**config.mk**
```make
export PLATFORM = sky130hd
export DESIGN_NAME = ysyx_ifu_align
export DESIGN_NICKNAME = d
export VERILOG_FILES = /design/src/rtl/ysyx_ifu_align_pkg.sv /design/src/rtl/ysyx_ifu_align_fifo.sv /design/src/rtl/ysyx_ifu_align.sv
export SDC_FILE = /design/constraint.sdc
export NUM_CORES = 1
export LEC_CHECK = 0
export BUFFER_PORTS_ARGS = -buffer_cell sky130_fd_sc_hd__buf_2
export CORE_UTILIZATION = 55
export DETAILED_ROUTE_END_ITERATION = 10
export GPL_ROUTABILITY_DRIVEN = 0
export GPL_TIMING_DRIVEN = 0
export HOLD_SLACK_MARGIN = 0.15
export PLACE_DENSITY = 0.79
export REMOVE_ABC_BUFFERS = 1
export SKIP_CTS_REPAIR_TIMING = 1
export SLEW_MARGIN = 20
export SYNTH_ARGS = -nofsm -noshare
export SYNTH_HDL_FRONTEND = slang
export SYNTH_SLANG_ARGS = --single-unit
export TNS_END_PERCENT = 50
```
**constraint.sdc**
```tcl
create_clock -name clock -period 7.8 [get_ports clock]
set_input_delay 0.39 -clock clock [delete_from_list [all_inputs] [get_ports clock]]
set_output_delay 0.39 -clock clock [all_outputs]
set_load 0.1 [all_outputs]
```
**src/rtl/ysyx_ifu_align_pkg.sv**
```systemverilog
// Shared types and helpers for the IFU fetch-realignment queue.
package ysyx_ifu_align_pkg;

  localparam int YSYX_XLEN = 32;

  typedef enum logic {
    ALIGN_RUN  = 1'b0,
    ALIGN_HOLD = 1'b1
  } align_state_e;

  // Any halfword whose low two bits are not 2'b11 opens a compressed instruction.
  function automatic logic is_rvc(input logic [15:0] half);
    return half[1:0] != 2'b11;
  endfunction

endpackage

```
**src/rtl/ysyx_ifu_align_fifo.sv**
```systemverilog
// Fetch-word storage with head/next read ports; writes land in the cycle after push.
// Zero-latency reads; the caller must not push when full or pop when empty.
module ysyx_ifu_align_fifo #(
  parameter int XLEN  = 32,
  parameter int DEPTH = 4,
  localparam int AW   = $clog2(DEPTH)
) (
  input  logic            clock,
  input  logic            reset,
  input  logic            flush,
  input  logic            push,
  input  logic [XLEN-3:0] push_pc,
  input  logic [31:0]     push_data,
  input  logic            push_trap,
  input  logic [XLEN-1:0] push_cause,
  input  logic            pop,
  output logic            full,
  output logic [AW:0]     count,
  output logic [XLEN-3:0] head_pc,
  output logic [31:0]     head_data,
  output logic            head_trap,
  output logic [XLEN-1:0] head_cause,
  output logic [31:0]     next_data,
  output logic            next_trap,
  output logic [XLEN-1:0] next_cause
);

  typedef struct packed {
    logic [XLEN-3:0] pc;
    logic [31:0]     data;
    logic            trap;
    logic [XLEN-1:0] cause;
  } entry_t;

  entry_t        mem [DEPTH];
  logic [AW-1:0] head;
  logic [AW-1:0] tail;
  logic [AW-1:0] head_nx;

  assign head_nx    = head + 1'b1;
  assign full       = count == (AW+1)'(DEPTH);
  assign head_pc    = mem[head].pc;
  assign head_data  = mem[head].data;
  assign head_trap  = mem[head].trap;
  assign head_cause = mem[head].cause;
  assign next_data  = mem[head_nx].data;
  assign next_trap  = mem[head_nx].trap;
  assign next_cause = mem[head_nx].cause;

  always_ff @(posedge clock or negedge reset) begin
    if (!reset) begin
      head  <= '0;
      tail  <= '0;
      count <= '0;
      for (int i = 0; i < DEPTH; i++) mem[i] <= '0;
    end else if (flush) begin
      head  <= '0;
      tail  <= '0;
      count <= '0;
    end else begin
      if (push) begin
        mem[tail] <= '{pc: push_pc, data: push_data, trap: push_trap, cause: push_cause};
        tail      <= tail + 1'b1;
      end
      if (pop) head <= head_nx;
      case ({push, pop})
        2'b10:   count <= count + 1'b1;
        2'b01:   count <= count - 1'b1;
        default: count <= count;
      endcase
    end
  end

endmodule

```
**src/rtl/ysyx_ifu_align.sv**
```systemverilog
// Splits queued 32-bit fetch words into RVC/32-bit instructions for the IDU; a pushed word is visible next cycle.
// in_ready is simply "not full" (no pop bypass); out_* hold steady while out_ready is low.
module ysyx_ifu_align
  import ysyx_ifu_align_pkg::*;
#(
  parameter int XLEN  = YSYX_XLEN,
  parameter int DEPTH = 4
) (
  input  logic            clock,
  input  logic            reset,
  input  logic            flush,
  input  logic            in_valid,
  output logic            in_ready,
  input  logic [XLEN-1:0] in_pc,
  input  logic [31:0]     in_data,
  input  logic            in_trap,
  input  logic [XLEN-1:0] in_cause,
  output logic            out_valid,
  input  logic            out_ready,
  output logic [31:0]     out_inst,
  output logic [XLEN-1:0] out_pc,
  output logic [XLEN-1:0] out_pnpc,
  output logic            out_trap,
  output logic [XLEN-1:0] out_cause
);

  localparam int AW = $clog2(DEPTH);

  align_state_e    state, state_nx;
  logic            hoff, hoff_nx;
  logic            full, push, pop, fire;
  logic [AW:0]     count;
  logic [XLEN-3:0] head_pc;
  logic [31:0]     head_data, next_data;
  logic            head_trap, next_trap;
  logic [XLEN-1:0] head_cause, next_cause;
  logic [15:0]     half;
  logic            nonempty, has_two, rvc, straddle, next_fault, trap_hit;
  logic [XLEN-1:0] pc_raw;
  logic            unused_pc0;

  assign unused_pc0 = in_pc[0];

  ysyx_ifu_align_fifo #(.XLEN(XLEN), .DEPTH(DEPTH)) u_fifo (
    .clock      (clock),
    .reset      (reset),
    .flush      (flush),
    .push       (push),
    .push_pc    (in_pc[XLEN-1:2]),
    .push_data  (in_data),
    .push_trap  (in_trap),
    .push_cause (in_cause),
    .pop        (pop),
    .full       (full),
    .count      (count),
    .head_pc    (head_pc),
    .head_data  (head_data),
    .head_trap  (head_trap),
    .head_cause (head_cause),
    .next_data  (next_data),
    .next_trap  (next_trap),
    .next_cause (next_cause)
  );

  assign nonempty   = count != '0;
  assign has_two    = count[AW:1] != '0;
  assign half       = hoff ? head_data[31:16] : head_data[15:0];
  assign rvc        = is_rvc(half);
  assign straddle   = hoff && !rvc;
  // A faulting second word is only trusted once it is actually in the queue.
  assign next_fault = straddle && has_two && next_trap;
  assign trap_hit   = head_trap || next_fault;
  assign pc_raw     = {head_pc, hoff, 1'b0};

  assign in_ready  = !full;
  assign out_valid = (state == ALIGN_RUN) && nonempty && (!straddle || has_two || head_trap);

  always_comb begin
    out_inst  = '0;
    out_pc    = '0;
    out_pnpc  = '0;
    out_trap  = 1'b0;
    out_cause = '0;
    if (nonempty) begin
      out_pc   = pc_raw;
      out_pnpc = pc_raw + (rvc ? XLEN'(2) : XLEN'(4));
      out_trap = trap_hit;
      if (head_trap)       out_cause = head_cause;
      else if (next_fault) out_cause = next_cause;
      if (!trap_hit) begin
        if (rvc)       out_inst = {16'h0, half};
        else if (hoff) out_inst = {next_data[15:0], half};
        else           out_inst = head_data;
      end
    end
  end

  assign fire = out_valid && out_ready && !flush;
  assign push = in_valid && in_ready && !flush;
  assign pop  = fire && !trap_hit && (hoff || !rvc);

  always_comb begin
    state_nx = state;
    hoff_nx  = hoff;
    if (flush) begin
      state_nx = ALIGN_RUN;
      hoff_nx  = 1'b0;
    end else begin
      if (push && !nonempty) hoff_nx = in_pc[1];
      if (fire) begin
        if (trap_hit)  state_nx = ALIGN_HOLD;
        else if (rvc)  hoff_nx  = !hoff;
      end
    end
  end

  always_ff @(posedge clock or negedge reset) begin
    if (!reset) begin
      state <= ALIGN_RUN;
      hoff  <= 1'b0;
    end else begin
      state <= state_nx;
      hoff  <= hoff_nx;
    end
  end

endmodule

```
==> summary.txt, run 1 <==
Cells and area
  • Footprint of the multi-input gates: between 0.009 and 0.01 sq mm
  • Final std cells w/o fill: 2,348
  • Filler cells: 2,573
  • Core Util, Final: 66.7%
  • Fin nets: a little under 2,000
  • Synthesis-to-layout area growth: 19.9%
  • Layout cells sized above 1: 43.8%
  • Register area: roughly 0.01 sq mm

Die
  • Cell Rows: 70
  • Initial Util: between 50% and 60%
  • Die width: 194 microns
  • Core area: 0.0365 sq mm
  • Height of the die: 194 microns
  • Die ar.: between 0.03 and 0.04 sq mm
  • Ports: 233

Synth
  • Yosys reg bits: between 300 and 400
  • Top cell type's share of synthesized area: 47.9%
  • Synthesized area: 0.0203 sq mm
  • Yosys warns: 0
  • Async set or reset register ratio after synthesis: 100%
  • Post-synth EDFFs: 0
  • Syn Inst Count: 1,579
  • Leading area contributor after synthesis: dfrtp_1
  • Post-Syn Area per Cell: 12.9 sq um
  • Yosys cell types: 63
  • Sequential share of the synthesized area: 47.9%
  • Predominant post-synthesis flop cell: dfrtp_1
  • Synth top area cells: dfrtp_1 (48%), mux2_2 (23%), mux4_2 (6.8%)

Timing
  • Post-Route Skew: 10.7 ps
  • Finish-stage setup viols: 0
  • Worst Tran Pin Value: 1070 ps
  • RSZ-0062 raised after global routing: no
  • Min cycle time layout: 6270 ps
  • Setup tns final: 0 ps
  • Final period util: 80.4%
  • Slew HR: 28.4%
  • Fin. Hold Viols: 0
  • Max Fclk: 159 MHz
  • Final hold slack: approximately 160 ps
  • Max-slew violation count: 0

Clock network
  • CTS Sinks: 389
  • CTS tree: done
  • Clk root buf: clkbuf_16
  • Num CTS Buffers: 42
  • Worst skew pair latency: 550 ps
  • Clk buf depth: 3
  • Clock-pin slew on the worst setup and hold paths: 60 ps
  • Htree depth: 2

Setup path
  • Worst EP arrival: 5880 ps
  • Crit path kind: reg2out
  • Worst reg2reg path startpoint: u_fifo.head[1]$_DFFE_PN0P_
  • Critical Path Source: u_fifo.head[1]$_DFFE_PN0P_
  • Startpoint Class: flip-flop
  • Critical Path End Type: output pin
  • Critical Path RT: about 7400 ps
  • CP max FO: 42

Worst hold path
  • Hold Path Class: in2reg
  • Worst hold start: in_pc[5]

Power
  • Static leakage: 11.1 nW
  • P_sw: 0.00281 W
  • Power after layout: roughly 0.0077 W
  • Flop pwr share: between 30 and 40%
  • Sw Ratio: 36.7%
  • Logic pwr share: 35.3%
  • Power Internal: 0.00485 W
  • Power Dens Cells: 314 mW/mm^2
  • VDD IR max: 216 uV
  • Clock power share: around 25%

Place
  • Final HPWL DP: 30,200 microns
  • Inst Count DP: 2,177
  • Port bufs: 229

Detailed routing
  • 1st-iter DRT viols: about 1,100
  • Final ANT Viol Nets: 0
  • TritonRoute pass-1 iters: 6
  • Routed len/inst: 21.2 microns
  • Vias/cell: 6.23
  • DRC Markers: 0
  • Vias: between 10,000 and 15,000
  • WL final: about 50,000 microns

Global routing
  • Total Routing Usage GR: 26.3%
  • Pin count of the biggest net entering global routing: 103
  • GRT overflow: 0
  • First-pass GRT wire length: 78,800 microns
  • Initial antenna violation count: 1
  • Vias in the first global route: ~15,000

Outcome
  • Status: finished, final reports clean

Flow run
  • Max-cap violations: 0
==> power groups by stage <==
stage,Combinational (W),Sequential [W],Clock [W]
floorplan,0.00212,0.00289,0
global placement,0.00254,0.00297,0
detailed placement,0.00264,0.00302,0
CTS,0.00266,0.00299,0.00199
global route,0.00287,0.00307,0.00207
finish,0.00270,0.00301,0.00195
==> cell usage after synthesis, types with 23 or more instances <==
cell type / n
a21oi_1: 86
and2_1: 23
buf_2: 44
buf_4: 28
clkbuf_1: 37
dfrtp_1: 389
mux2_2: 415
mux4_2: 61
nand2_1: 79
nor2_1: 68
nor3_1: 41
o211a_1: 32
o21ai_0: 37
o221ai_1: 32
o22ai_1: 33
==> cell families (layout without fill, tap and decap cells) <==
group / after synthesis / in the layout / synth area share (%)
other: 1 / 3 / 0.0184
buffers and inverters: 141 / 440 / 3.70
XOR/XNOR: 13 / 13 / 0.560
multiplexers: 501 / 501 / 32.2
AO/OA/AOI/OAI: 245 / 245 / 7.90
adder cells (fa/ha/maj): 10 / 10 / 0.689
AND/OR/NAND/NOR: 279 / 279 / 7.07
flip-flops: 389 / 389 / 47.9
==> cell type report <==
type | instances | share of cell area (%)
timing repair buffer | 350 | 11.2
sequential | 389 | 40.0
clock buffer | 62 | 5.08
tap | 468 | 2.40
multi-input combinational | 1050 | 40.7
clock inverter | 11 | 0.462
antenna | 1 | 0.0103
inverter | 17 | 0.267
==> placed cells by master, fill, tap and decap left out, types with 8 or more instances in the layout <==
cell type | netlist | layout
a21oi_1 | 86 | 86
and2_1 | 23 | 23
buf_16 | 0 | 20
buf_2 | 44 | 228
clkbuf_1 | 37 | 10
clkbuf_16 | 0 | 43
clkbuf_8 | 0 | 9
clkinv_2 | 0 | 8
dfrtp_1 | 389 | 386
dlygate4sd3_1 | 0 | 97
ha_1 | 8 | 8
inv_1 | 16 | 15
mux2_2 | 415 | 415
mux4_1 | 15 | 15
mux4_2 | 61 | 60
nand2_1 | 79 | 74
nand3_1 | 16 | 16
nand4_1 | 9 | 9
nor2_1 | 68 | 67
nor3_1 | 41 | 40
o211a_1 | 32 | 32
o21ai_0 | 37 | 37
o221ai_1 | 32 | 32
o22ai_1 | 33 | 33
xnor2_1 | 8 | 8
==> worst paths after layout <==
path,cells after the start,endpoint,slack [ps]
setup reg to reg,14,u_fifo.count[2]$_DFFE_PN0P_,3400
max in group asynchronous,4,u_fifo.mem[184]$_DFFE_PN0P_,6320
min in group asynchronous,2,u_fifo.mem[54]$_DFFE_PN0P_,230
setup / recovery,12,out_inst[19],1530
hold / removal,2,u_fifo.mem[258]$_DFFE_PN0P_,160
hold reg to reg,1,u_fifo.mem[239]$_DFFE_PN0P_,490
==> sequential cells by signal, indices dropped and copies added (netlist names) <==
register	cells
u_fifo.head	2
u_fifo.count	3
state	1
hoff	1
u_fifo.mem	380
u_fifo.tail	2
==> metrics by stage <==
step | worst slack [ps] | instance area (sq um)
3_3_place_gp | -4160 | 21400
3_5_place_dp | 2170 | 22100
6_report | 1530 | 24400
5_1_grt | 1350 | 24400
2_1_floorplan | -1760 | 19600
4_1_cts | 1510 | 23400
==> critical path: stages, from the launching register on <==
cell and delay, ps:
dfrtp_4 820, buf_16 340, buf_16 320, mux2i_1 320, mux2_2 220, o31a_1 350, inv_1 130, ha_1 260
a31oi_1 320, nand2_1 590, or2_1 770, a21oi_1 360, buf_2 480
==> routing by layer <==
layer	track usage (%)	vias up	routed length, microns
met5	0	-	0
met4	8.82	0	1140
met3	4.40	97	2690
met2	44.4	535	24700
met1	34.6	7554	21300
li1	-	6452	-
Note: power is estimated with default switching activity, not from simulation.
==> run 2: changes to the inputs <==
--- a/config.mk
+++ b/config.mk
@@ -6,12 +6,12 @@
 export NUM_CORES = 1
 export LEC_CHECK = 0
 export BUFFER_PORTS_ARGS = -buffer_cell sky130_fd_sc_hd__buf_2
-export CORE_UTILIZATION = 55
+export CORE_UTILIZATION = 54
 export DETAILED_ROUTE_END_ITERATION = 10
 export GPL_ROUTABILITY_DRIVEN = 0
 export GPL_TIMING_DRIVEN = 0
 export HOLD_SLACK_MARGIN = 0.15
-export PLACE_DENSITY = 0.79
+export PLACE_DENSITY = 0.81
 export REMOVE_ABC_BUFFERS = 1
 export SKIP_CTS_REPAIR_TIMING = 1
 export SLEW_MARGIN = 20
==> constraint.sdc (replaced) <==
create_clock -name clock -period 5.7 [get_ports clock]
set_input_delay 0.285 -clock clock [delete_from_list [all_inputs] [get_ports clock]]
set_output_delay 0.285 -clock clock [all_outputs]
set_load 0.1 [all_outputs]
==> run 2 against run 1 <==
Compared with the run above:
- sequential share of layout area down 0.20 points
- sequential power increased by 37%
- critical path type unchanged
- combinational power grew 37%
- largest cell class unchanged
- die area up 1.8%
- routed wire length grew 1.6%
- worst hold slack gained 39 ps
- final cell count rose by 0.60%
- design area up 0.51%
- first-iteration DRC count is 24% lower
==> summary.txt, run 2 (synthesized netlist as in run 1, its figures left out) <==
Flow run
  • Max-cap violations: 0 (unchanged)

Die
  • Cell Rows: 70 (unchanged)
  • Die ar.: 0.0384 sq mm (+1.8%)
  • Die width: 196 microns (+0.91%)
  • Core area: 0.0368 sq mm (+0.72%)
  • Ports: 233 (unchanged)
  • Height of the die: 196 microns (+0.91%)
  • Initial Util: 55.3% (-0.40 points)

Clock network
  • CTS tree: done
  • Htree depth: 2 (unchanged)
  • Num CTS Buffers: 42 (unchanged)
  • Clock-pin slew on the worst setup and hold paths: 60 ps (about the same)
  • Clk root buf: clkbuf_16
  • Clk buf depth: 3 (unchanged)
  • CTS Sinks: 389 (unchanged)
  • Worst skew pair latency: 540 ps (about the same)

Cells and area
  • Synthesis-to-layout area growth: 20.5%
  • Commonest non-fill, non-tap cells in the layout: mux2_2 (415), dfrtp_1 (386), buf_2 (227)
  • Fin nets: 1,971 (+0.46%)
  • Top reg by flops: u_fifo.mem
  • Final std cells w/o fill: 2,362 (+0.60%)
  • Final instance area: 0.0245 sq mm (+0.51%)
  • Largest regs: u_fifo.mem x380, u_fifo.count x3
  • Commonest non-fill, non-tap cell in the layout: mux2_2
  • Max reg flops: 380 (unchanged)
  • Layout cells sized above 1: 44.0% (+0.20 points)

Setup path
  • CP Capture Point: out_pnpc[25]
  • Worst reg2reg path startpoint: u_fifo.head[1]$_DFFE_PN0P_
  • Critical Path Source: u_fifo.head[1]$_DFFE_PN0P_
  • Critical Path RT: 5410 ps (-2000 ps)
  • Capture point of the worst reg-to-reg path: u_fifo.count[2]$_DFFE_PN0P_
  • Reg2reg setup slack: 1560 ps (-1840 ps)
  • R2R cell count: 14 (unchanged)
  • Startpoint Class: flip-flop
  • Worst EP arrival: 5050 ps (-830 ps)
  • Critical Path End Type: output pin
  • Crit path kind: reg2out
  • CP max FO: 42 (unchanged)

Global routing
  • First-pass GRT wire length: 78,400 microns (-0.45%)
  • GRT overflow: 0 (unchanged)
  • Total Routing Usage GR: 25.6% (-0.64 points)
  • Initial antenna violation count: 3 (+2)
  • Vias in the first global route: 14,700 (+0.95%)
  • Pin count of the biggest net entering global routing: 105 (+1.9%)

Power
  • Logic pwr share: 35.1% (-0.2 points)
  • VDD IR max: 261 uV (+21%)
  • Power Internal: 0.00667 W (+38%)
  • Flop pwr share: 39.0% (-0.3 points)
  • Sw Ratio: 36.8% (+0.12 points)
  • P_sw: 0.00388 W (+38%)
  • Power Dens Cells: 431 mW/mm^2 (+37%)
  • Clock power share: 25.9% (+0.5 points)
  • Static leakage: 11.2 nW (+0.53%)

Timing
  • Final worst slack: 364 ps (-1170 ps)
  • Final period util: a little over nine tenths
  • RSZ-0062 raised after global routing: no
  • Min cycle time layout: 5340 ps
  • Max Fclk: 187 MHz
  • Post-Route Skew: 9.79 ps (-0.874 ps)
  • Fin. Hold Viols: 0 (unchanged)
  • Final hold slack: 202 ps (+38.7 ps)
  • Finish-stage setup viols: 0 (unchanged)
  • Slew HR: 39.8% (+11 points)
  • Max-slew violation count: 0 (unchanged)
  • Worst Tran Pin Value: 904 ps (-164 ps)

Place
  • DP Worst Slack: 0.513 ps (-2170 ps)
  • Port bufs: 229 (unchanged)
  • Inst Count DP: 2,179 (+0.092%)
  • DP Area: 0.0221 sq mm (unchanged)
  • Final HPWL DP: 30,600 microns (+1.3%)

Detailed routing
  • TritonRoute pass-1 iters: 7 (+1)
  • Routed len/inst: 21.4 microns (+1.0%)
  • Final ANT Viol Nets: 0 (unchanged)
  • WL final: 50,600 microns (+1.6%)
  • DRC Markers: 0 (unchanged)
  • Vias/cell: 6.18 (-0.83%)
  • 1st-iter DRT viols: 818 (-24%)
  • Vias: 14,600 (-0.24%)

Outcome
  • Status: finished, final reports clean

Worst hold path
  • Hold Path Class: in2reg
## run 2: worst min-delay path by stage
stage	start	endpoint	slack, ps	cells after the start
final	in_pc[1]	hoff$_DFF_PN0_	200	3
after global routing	in_pc[1]	hoff$_DFF_PN0_	180	3
after CTS	reset	u_fifo.mem[336]$_DFFE_PN0P_	-400	1
after detailed placement	reset	u_fifo.mem[336]$_DFFE_PN0P_	180	1
after global placement	u_fifo.mem[178]$_DFFE_PN0P_	u_fifo.mem[178]$_DFFE_PN0P_	480	1
after floorplan	reset	hoff$_DFF_PN0_	-10	0
## run 2: layer usage
metal  vias up  wire length (microns)  GRT usage [%]
met5         -                      0              0
met4         0                    976           7.64
met3        74                   3000           5.19
met2       555                  25000           42.4
met1      7491                  21600           34.3
li1       6483                      -              -
## run 2: through the flow
step,util (%),total power (W),setup TNS (ps)
final,66.6,0.0105,0
after global routing,66.6,0.0110,0
after CTS,63.7,0.0105,-8490
after detailed placement,59.9,0.00774,0
after global placement,58.1,0.00753,-1712760
after floorplan,-,0.00687,-317130
## run 2: area by class of cell
cell class | count | area, sq um
Antenna cell | 3 | 7.51
Sequential cell | 389 | 9740
Tap cell | 468 | 586
Clock inverter | 12 | 158
Timing Repair Buffer | 359 | 2800
Inverter | 17 | 65.1
Clock buffer | 64 | 1220
Multi-Input combinational cell | 1050 | 9920
Fill cell | 2572 | 12300
## run 2: power groups by stage
stage / Combinational (W) / Clock, W / Sequential (W)
floorplan: 0.00291 / 0 / 0.00396
global placement: 0.00347 / 0 / 0.00406
detailed placement: 0.00361 / 0 / 0.00413
CTS: 0.00363 / 0.00279 / 0.00409
global route: 0.00394 / 0.00290 / 0.00420
finish: 0.00371 / 0.00273 / 0.00411
## run 2: worst max-delay path, stage by stage (launching register included)
cell	delay [ps]
dfrtp_4	670
buf_16	310
buf_16	310
mux2i_1	320
mux2_2	220
o31a_2	290
ha_1	230
inv_1	70
fa_1	420
inv_1	140
and3_1	230
nand4_2	260
nor3_1	340
mux2_1	360
buf_2	300
